### src/rtl/seg_display_decoder_if.sv
// seg_display_decoder_if
//   Bundles the multiplexed 7-segment bus with the decoder's frame reports.
//   Signals:
//     annodes    [3:0]  digit enables, active-low (bit i = digit i)
//     seg        [6:0]  segments, active-low, seg[0]=a .. seg[6]=g
//     data       [15:0] last complete decoded frame
//     data_valid        1-cycle pulse when data is updated
//     frame_err         1-cycle pulse on illegal glyph or multi-anode entry
//     digit_mask [3:0]  digits captured so far in the current frame
//   Modports:
//     master  drives the display bus, observes the reports (board/bench side)
//     slave   the decoder itself
//   Handshake: there is no back-pressure. data is qualified by data_valid,
//   which is high for exactly one clk per reported frame; a consumer must
//   take data in that cycle or read the held value later.
interface seg_display_decoder_if;
  logic [3:0]  annodes;
  logic [6:0]  seg;
  logic [15:0] data;
  logic        data_valid;
  logic        frame_err;
  logic [3:0]  digit_mask;

  modport master (
    output annodes, seg,
    input  data, data_valid, frame_err, digit_mask
  );

  modport slave (
    input  annodes, seg,
    output data, data_valid, frame_err, digit_mask
  );
endinterface

### src/rtl/seg_display_decoder.sv
// seg_display_decoder
//   Receive side of a 4-digit multiplexed 7-segment display. Synchronizes
//   annodes/seg, waits for each anode pattern to settle, decodes the lit
//   glyph back to a hex nibble and reassembles the 16-bit value. Each
//   complete frame is reported with a one-cycle data_valid pulse.
// Parameters:
//   SETTLE_CYCLES  clk cycles a synchronized anode pattern must hold before
//                  seg is sampled (>= 2)
// Ports:
//   clk        system clock
//   rst_n      asynchronous active-low reset
//   bus        seg_display_decoder_if.slave (annodes, seg in; data,
//              data_valid, frame_err, digit_mask out)
//   state_dbg  current FSM state (0 IDLE, 1 SETTLE, 2 SAMPLED)
// Configuration:
//   SEGDEC_CHANGE_ONLY_EN  when defined, a complete frame equal to the
//                          current data does not pulse data_valid.
module seg_display_decoder #(
  parameter int SETTLE_CYCLES = 16
) (
  input  logic                  clk,
  input  logic                  rst_n,
  seg_display_decoder_if.slave  bus,
  output logic [1:0]            state_dbg
);

  localparam int CW = (SETTLE_CYCLES > 2) ? $clog2(SETTLE_CYCLES) : 1;
  localparam logic [CW-1:0] CNT_LAST = CW'(SETTLE_CYCLES - 1);

  typedef enum logic [1:0] {
    IDLE    = 2'd0,
    SETTLE  = 2'd1,
    SAMPLED = 2'd2
  } state_t;

  state_t state_q, state_nx;

  logic [3:0]    ann_s1, ann_s2, ann_prev;
  logic [6:0]    seg_s1, seg_s2;
  logic [CW-1:0] cnt_q, cnt_nx;
  logic [15:0]   shadow_q, shadow_nx;
  logic [15:0]   data_q, data_nx;
  logic [3:0]    mask_q, mask_nx;
  logic          valid_q, valid_nx;
  logic          err_q, err_nx;

  logic          cls_one, cls_none, cls_multi, prev_multi, changed;
  logic [1:0]    idx;
  logic [4:0]    dec;
  logic [3:0]    mask_base, mask_new;
  logic [15:0]   frame_w;

  // Active-high glyphs as produced by hex_display; bit 4 of the result is
  // the match flag.
  function automatic logic [4:0] decode_glyph(input logic [6:0] lit);
    case (lit)
      7'h3F:   return {1'b1, 4'h0};
      7'h06:   return {1'b1, 4'h1};
      7'h5B:   return {1'b1, 4'h2};
      7'h4F:   return {1'b1, 4'h3};
      7'h66:   return {1'b1, 4'h4};
      7'h6D:   return {1'b1, 4'h5};
      7'h7D:   return {1'b1, 4'h6};
      7'h07:   return {1'b1, 4'h7};
      7'h7F:   return {1'b1, 4'h8};
      7'h6F:   return {1'b1, 4'h9};
      7'h77:   return {1'b1, 4'hA};
      7'h7C:   return {1'b1, 4'hB};
      7'h39:   return {1'b1, 4'hC};
      7'h5E:   return {1'b1, 4'hD};
      7'h79:   return {1'b1, 4'hE};
      7'h71:   return {1'b1, 4'hF};
      default: return 5'b0_0000;
    endcase
  endfunction

  // Two-flop synchronizers. Idle values are "all off" so reset looks like
  // a blanked display.
  always_ff @(posedge clk or negedge rst_n) begin
    if (!rst_n) begin
      ann_s1   <= 4'hF;
      ann_s2   <= 4'hF;
      ann_prev <= 4'hF;
      seg_s1   <= 7'h7F;
      seg_s2   <= 7'h7F;
    end else begin
      ann_s1   <= bus.annodes;
      ann_s2   <= ann_s1;
      ann_prev <= ann_s2;
      seg_s1   <= bus.seg;
      seg_s2   <= seg_s1;
    end
  end

  always_comb begin
    cls_none   = (ann_s2 == 4'hF);
    cls_one    = ($countones(~ann_s2) == 1);
    cls_multi  = !cls_none && !cls_one;
    prev_multi = ($countones(~ann_prev) > 1);
    changed    = (ann_s2 != ann_prev);
    case (ann_s2)
      4'b1110: idx = 2'd0;
      4'b1101: idx = 2'd1;
      4'b1011: idx = 2'd2;
      4'b0111: idx = 2'd3;
      default: idx = 2'd0;
    endcase
    dec = decode_glyph(~seg_s2);
  end

  always_comb begin
    state_nx  = state_q;
    cnt_nx    = cnt_q;
    shadow_nx = shadow_q;
    data_nx   = data_q;
    valid_nx  = 1'b0;
    err_nx    = 1'b0;
    frame_w   = shadow_q;
    // A full mask is only shown for the cycle data_valid is high.
    mask_base = (mask_q == 4'hF) ? 4'h0 : mask_q;
    mask_new  = mask_base | (4'b0001 << idx);
    mask_nx   = mask_base;

    if (cls_multi) begin
      // Ghosting / multiple digits lit: drop the frame, report once on entry.
      state_nx = IDLE;
      cnt_nx   = '0;
      mask_nx  = 4'h0;
      err_nx   = !prev_multi;
    end else begin
      case (state_q)
        IDLE: begin
          if (cls_one) begin
            state_nx = SETTLE;
            cnt_nx   = '0;
          end
        end
        SETTLE, SAMPLED: begin
          if (changed) begin
            state_nx = cls_one ? SETTLE : IDLE;
            cnt_nx   = '0;
          end else if (state_q == SETTLE) begin
            if (cnt_q == CNT_LAST) begin
              state_nx = SAMPLED;
              if (dec[4]) begin
                shadow_nx[4*idx +: 4] = dec[3:0];
                frame_w               = shadow_nx;
                mask_nx               = mask_new;
                if (mask_new == 4'hF) begin
                  data_nx = frame_w;
`ifdef SEGDEC_CHANGE_ONLY_EN
                  valid_nx = (frame_w != data_q);
`else
                  valid_nx = 1'b1;
`endif
                end
              end else begin
                err_nx  = 1'b1;
                mask_nx = 4'h0;
              end
            end else begin
              cnt_nx = cnt_q + CW'(1);
            end
          end
        end
        default: begin
          state_nx = IDLE;
          cnt_nx   = '0;
        end
      endcase
    end
  end

  always_ff @(posedge clk or negedge rst_n) begin
    if (!rst_n) begin
      state_q  <= IDLE;
      cnt_q    <= '0;
      shadow_q <= 16'h0;
      data_q   <= 16'h0;
      mask_q   <= 4'h0;
      valid_q  <= 1'b0;
      err_q    <= 1'b0;
    end else begin
      state_q  <= state_nx;
      cnt_q    <= cnt_nx;
      shadow_q <= shadow_nx;
      data_q   <= data_nx;
      mask_q   <= mask_nx;
      valid_q  <= valid_nx;
      err_q    <= err_nx;
    end
  end

  assign bus.data       = data_q;
  assign bus.data_valid = valid_q;
  assign bus.frame_err  = err_q;
  assign bus.digit_mask = mask_q;
  assign state_dbg      = state_q;

endmodule
### src/flat_wrapper.sv
// flat-port wrapper written by rule: the top's interface ports become plain ports
module seg_display_decoder_flat 
#(
  parameter int SETTLE_CYCLES = 16
)
  (clk, rst_n, state_dbg, bus_annodes, bus_seg, bus_data, bus_data_valid, bus_frame_err, bus_digit_mask);
  seg_display_decoder_if bus_i ();
  input  logic clk;
  input  logic rst_n;
  output logic [1:0] state_dbg;
  input wire logic [$bits(bus_i.annodes)-1:0] bus_annodes;
  input wire logic [$bits(bus_i.seg)-1:0] bus_seg;
  output wire logic [$bits(bus_i.data)-1:0] bus_data;
  output wire logic [$bits(bus_i.data_valid)-1:0] bus_data_valid;
  output wire logic [$bits(bus_i.frame_err)-1:0] bus_frame_err;
  output wire logic [$bits(bus_i.digit_mask)-1:0] bus_digit_mask;
  assign bus_i.annodes = bus_annodes;
  assign bus_i.seg = bus_seg;
  assign bus_data = bus_i.data;
  assign bus_data_valid = bus_i.data_valid;
  assign bus_frame_err = bus_i.frame_err;
  assign bus_digit_mask = bus_i.digit_mask;
  seg_display_decoder #(.SETTLE_CYCLES(SETTLE_CYCLES)) u_core (.clk(clk), .rst_n(rst_n), .bus(bus_i), .state_dbg(state_dbg));
endmodule
### config.mk
export PLATFORM = sky130hd
export DESIGN_NAME = seg_display_decoder_flat
export DESIGN_NICKNAME = d
export VERILOG_FILES = /design/src/rtl/seg_display_decoder_if.sv /design/src/rtl/seg_display_decoder.sv /design/src/flat_wrapper.sv
export SDC_FILE = /design/constraint.sdc
export NUM_CORES = 1
export LEC_CHECK = 0
export CAP_MARGIN = 20
export CORE_MARGIN = 2
export CORE_UTILIZATION = 45
export DETAILED_ROUTE_END_ITERATION = 8
export PLACE_DENSITY_LB_ADDON = 0.12
export RECOVER_POWER = 100
export SLEW_MARGIN = 25
export SYNTH_ARGS = -nofsm -noshare
export SYNTH_HDL_FRONTEND = slang
export SYNTH_SLANG_ARGS = --single-unit
export TNS_END_PERCENT = 20
### constraint.sdc
create_clock -name clk -period 4 [get_ports clk]
set_input_delay 0.6 -clock clk [delete_from_list [all_inputs] [get_ports clk]]
set_output_delay 0.6 -clock clk [all_outputs]
set_load 0.03 [all_outputs]
Word level (Yosys, flattened, before mapping)
Index checks and enable logic that the tools add are counted.

storage, ports and cells
  register bits after elaboration = 70
  logic and storage cells = 107
  bits of input ports = 13
  output and inout bits = 24

cells by class
  eq/ne operators = 31
  add/subtract/negate cells = 8
  mux-type cells = 36
  shift-type cells = 3
  bitwise logic cells = 6
  magnitude comparators = 1
  reductions and logical operators = 10

operators with widths
  operator                                                                  count
  7-bit == test (second input constant)                                     12
  5-bit case mux with 16 select lines                                       1
  32-bit adder                                                              2
  4-bit two-way mux                                                         12
  4-bit negator with 34-bit output                                          1
  4-bit by 34-bit variable shift with 16-bit output (first input constant)  1
  4-bit by 34-bit indexed part select with 16-bit output                    1
  32-bit by 2-bit == test with 1-bit output (second input constant)         1
  32-bit by 2-bit > comparator with 1-bit output (second input constant)    1
  4-bit == test (second input constant)                                     6
  16-bit bitwise mux                                                        1
  7-bit by 3-bit == test with 1-bit output (second input constant)          2
  7-bit by 6-bit == test with 1-bit output (second input constant)          2
  1-bit two-way mux                                                         14
  2-bit two-way mux                                                         5
  1-bit by 1-bit adder with 2-bit output                                    4
  4-bit by 1-bit != test with 1-bit output (second input constant)          2
  4-bit NOT                                                                 2
  4-bit case mux with 2 select lines                                        1
  7-bit NOT                                                                 1
  7-bit AND reduction                                                       1
  2-bit case mux with 3 select lines                                        1
  3-bit AND reduction                                                       2
  6-bit AND reduction                                                       1
  other kinds (15)                                                          18

Depth between registers and ports, before layout
  depth in word-level cells = 12
  depth in mapped cells = 12
  mapped depth without buffers = 11

Worst setup path before layout
No wires, ideal clock.

  path kind = reg2reg
  start point = register u_core.ann_s2[2]
  end point = register u_core.shadow_q[14]
  clock period less this slack = 2.929 ns
  library setup time = 0.122 ns
  path slack = 1.071 ns
  buffers on the path = 1
  arrival time = 2.808 ns
  cell stages (with the launch flop) = 13
  data required time = 3.878 ns
  cells stage by stage = dfstp_2 inv_1 ha_1 ha_1 inv_1 fa_1 and3_1 a21oi_1 nor3_1 buf_4 o21a_4 nand2_2 a32o_1

between the ends
  cells in the longest elaborated chain, start to end = 8
  elaborated cells between the ends (all ways) = 20
  classes of those cells = 3 x add/sub; 6 x eq/ne; 2 x shift; 2 x mux; 3 x bitwise; 4 x reduce/logical

RTL lines
  item                                                          RTL line                    source
  from (decl)                                                   seg_display_decoder.sv:38   logic [3:0] ann_s1, ann_s2, ann_prev;
  from (signal assigned)                                        seg_display_decoder.sv:88   ann_s2 <= ann_s1;
  4-bit NOT                                                     seg_display_decoder.sv:97   cls_one = ($countones(~ann_s2) == 1);
  1-bit by 1-bit adder with 2-bit output (not written as such)  seg_display_decoder.sv:97
  32-bit adder (not written as such)                            seg_display_decoder.sv:97
  32-bit by 2-bit == test with 1-bit output                     seg_display_decoder.sv:97
  1-bit zero test                                               seg_display_decoder.sv:98   cls_multi = !cls_none && !cls_one;
  1-bit logical AND                                             seg_display_decoder.sv:98
  1-bit NOT (no source line)                                    n/a
  6-bit AND reduction (no source line)                          n/a
  to (signal assigned)                                          seg_display_decoder.sv:186  shadow_q <= shadow_nx;
  to (decl)                                                     seg_display_decoder.sv:41   logic [15:0] shadow_q, shadow_nx;

Several ways; a longest one is shown, not always the timed one.
A chain may end at the register's enable or synchronous reset.

Worst setup path after layout
  start point = register u_core.ann_s2[3]
  end point = register u_core.data_q[4], in the netlist u_core.bus.data[4]

between the ends
  cells in the longest elaborated chain, start to end = 8
  elaborated cells between the ends (all ways) = 23
  classes of those cells = 3 x add/sub; 7 x eq/ne; 3 x shift; 2 x mux; 4 x bitwise; 4 x reduce/logical

RTL lines
  item                                                          RTL line                    source
  4-bit NOT                                                     seg_display_decoder.sv:97
  1-bit by 1-bit adder with 2-bit output (not written as such)  seg_display_decoder.sv:97
  32-bit adder (not written as such)                            seg_display_decoder.sv:97
  32-bit by 2-bit == test with 1-bit output                     seg_display_decoder.sv:97
  1-bit zero test                                               seg_display_decoder.sv:98
  1-bit logical AND                                             seg_display_decoder.sv:98
  1-bit NOT (no source line)                                    n/a
  7-bit AND reduction (no source line)                          n/a
  to (signal assigned)                                          seg_display_decoder.sv:187  data_q <= data_nx;
  to (decl)                                                     seg_display_decoder.sv:42   logic [15:0] data_q, data_nx;

Several ways; a longest one is shown, not always the timed one.

==> flow_metrics.tcl <==
set metrics [dict create \
    grt_util_met1 0.251 \
    clock_latency_ns 0.36 \
    maxCapViolations 0 \
    tightest_slew_ns 1.48 \
    final_common_cell "dfrtp_1" \
    critPathLaunchType "register" \
    ys_seq_elements 70 \
    clk_pin_slew_ns 0.07 \
    grt_util_met3 0.0472 \
    cp.arrival_ns 3.70 \
    power.total_mw 1.46 \
    final_layout_size_suffix_gt1_frac 0.132 \
    synth.top_cells.by_area "dfrtp_1, dfstp_2, ha_1" \
    gr-total-overflow 0 \
    period_needed_ns 3.46 \
    crit_type "reg -> reg" \
    avgViaCountPerCell 5.34 \
    p_per_area_nw_per_um2 353 \
    busiest_layer "met2" \
    cts-root-buf "clkbuf_8" \
    dp_hpwl_mm 5.05 \
    slowest_stage "dfstp_1" \
    p_clk_frac 0.374 \
    grt_usage 0.184 \
    die_height_um 92.8 \
    drcViolationCount 0 \
    synth_edf_count 0 \
    worst-r2r-cell-count 12 \
    p_switching_uw 382 \
    vias 2492 \
    drtIter0Drc 96 \
    core-area_um2 7690 \
    placedInstanceArea_um2 3970 \
    ctsHtreeMaxLevel 3 \
    whs_path_depth 0 \
    yosys_warnings 0 \
    crit_fanout 17 \
    die_x_um 92.8 \
    final-instance-count-excl-fill 467 \
    hold_path.class "reg -> reg" \
    cp_num_cells 12 \
    numCtsBuffers 9 \
    leakagePower_nw 1.83 \
    synth_flop_cell "dfrtp_1" \
    grt_pass1_wl_mm 12.2 \
    fmax_mhz 289 \
    grt_antenna_before_repair 0 \
    rsz0062_at_grt "false" \
    fin_worst_skew_ns 0.0109 \
    path_cells "inv_1, ha_1, ha_1, inv_1, fa_1, and3_1, a21oi_1, clkbuf_1, nor3_1, o211ai_4, inv_4, mux2_1" \
    slew_viol_final 0 \
    syn_area_um2 3550 \
    place_inst 451 \
    cts_resized 0 \
    hold_buffers 0 \
    fin_area_um2 4120 \
    synthDistinctLibCells 51 \
    wl_mm 6.93 \
    grt_pass1_vias 2521 \
    ant_nets 0 \
    crit_family "adder cells" \
    grt_max_degree 43 \
    path_buf_inv 4 \
    combPwrFrac 0.105 \
    syn-num-nets 358 \
    cts_tree "done" \
    finalHoldViolCount 0 \
    die-area_um2 8610 \
    nets 395 \
    clock_path_buffers 2 \
    status "finished, final reports clean" \
    ys_seq_area_frac 0.503 \
    synthCells 323 \
    clock_sinks 70 \
    mostFrequentLayoutCells "dfrtp_1, dlygate4sd3_1, inv_1" \
    first_pass_iters 4 \
    finalSetupViolations 0 \
    async_reset_ff_frac 1.00 \
    rows 32 \
    io_pins 37 \
    area_growth_pct 16.2 \
    initial_core_util 0.462 \
    wl_per_cell_um 14.8 \
    slew_headroom 0.0155 \
    endpoint_kind "register" \
    synth_area_leader_cell "dfrtp_1" \
    routabilityCongestion 0.837 \
    post-cts-setup-buffer-count 0 \
    syn_avg_cell_area_um2 11.0 \
    met2_usage 0.277 \
    slowest_delay_ns 0.62 \
    intPower_mw 1.07 \
    ir_worst_vdd_v 0.000189 \
    seq_power_share 0.520 \
    finalCritPeriodShare 0.866 \
    worstPathRequired_ns 4.23 \
    num-fill-cells 718 \
    antenna_cells 0 \
    switching_share 0.263 \
    synth_top_area_frac 0.310 \
    port_buffers 36 \
    tns_ns 0 \
]
## area by class of cell
class	count	area, µm²	share of cell area
inverters	27	104	0.0252
clock inverters	4	28.8	0.00698
repair buffers	39	370	0.0898
flip-flops and latches	70	1780	0.433
well taps	102	128	0.0309
multi-input cells	213	1540	0.374
clock buffers	12	166	0.0404
## per-layer routing
| layer | part of all wire | wire length (µm) | vias up |
|---|---|---|---|
| li1 | - | - | 1233 |
| met5 | 0 | 0 | - |
| met2 | 0.45 | 3140 | 55 |
| met1 | 0.48 | 3320 | 1190 |
| met4 | 0.021 | 142 | 0 |
| met3 | 0.047 | 323 | 14 |
## registers in the layout (all words and copies together) (netlist names)
signal / flops
u_core.ann_prev: 4
u_core.ann_s1: 4
u_core.ann_s2: 4
u_core.bus.data: 16
u_core.bus.data_valid: 1
u_core.bus.digit_mask: 4
u_core.bus.frame_err: 1
u_core.cnt_q: 4
u_core.seg_s1: 7
u_core.seg_s2: 7
u_core.shadow_q: 16
u_core.state_dbg: 2
## power groups by stage
stage                     combinational [mW]  clock, mW  sequential [mW]
after global routing                   0.175      0.595            0.761
after detailed placement               0.162          0            0.772
after floorplan                        0.100          0            0.770
after CTS                              0.162      0.563            0.759
final                                  0.153      0.545            0.758
after global placement                 0.159          0            0.770
## synthesized netlist by cell type (2+ instances only)
cell       instances
dfrtp_1           44
nand4_1            2
nand2_1           20
ha_1              20
nor3b_1            7
dfstp_2           26
o21ai_0           19
inv_1             26
nor4_1             3
buf_2              9
nor3_1             5
and3b_1            2
o22ai_1            8
nor2_1            11
mux2_4             8
and3_1             6
nand3_1           13
buf_4              2
a21o_1             4
fa_1               2
a21oi_1           21
xnor2_1            5
o2bb2ai_1         12
buf_6              2
a32o_1             4
nand2_2            4
nor2b_1           10
a22oi_1            5
## logic make-up (layout without fill, tap and decap cells)
logic type	count (synthesis)	in the layout	share of synthesized area
simple gates	90	90	0.142
compound gates	85	85	0.166
flops	70	70	0.503
buf+inv	40	82	0.0525
fa+ha+maj	22	22	0.0818
mux	10	10	0.0398
xor+xnor	6	6	0.0148
## worst paths after layout
| kind | from | to | slack, ns |
|---|---|---|---|
| min | u_core.seg_s1[3]$_DFF_PN1_ | u_core.seg_s2[3]$_DFF_PN1_ | 0.36 |
| max in group asynchronous | rst_n | u_core.shadow_q[0]$_DFFE_PN0P_ | 1.70 |
| min reg2reg | u_core.seg_s1[3]$_DFF_PN1_ | u_core.seg_s2[3]$_DFF_PN1_ | 0.36 |
| max | u_core.ann_s2[3]$_DFF_PN1_ | u_core.bus.data[4]$_DFFE_PN0P_ | 0.54 |
| max reg2reg | u_core.ann_s2[3]$_DFF_PN1_ | u_core.bus.data[4]$_DFFE_PN0P_ | 0.54 |
| min in group asynchronous | rst_n | u_core.state_dbg[1]$_DFFE_PN0P_ | 0.59 |
## per-stage QoR
stage,hold slack [ns],util,setup slack [ns]
6_report,0.358,0.536,0.535
5_1_grt,0.355,0.536,0.277
4_1_cts,0.276,0.542,0.648
3_5_place_dp,0.347,0.517,0.662
3_3_place_gp,0.345,0.517,0.743
2_1_floorplan,0.304,-,1.07
(Power assumes the default switching activity.)
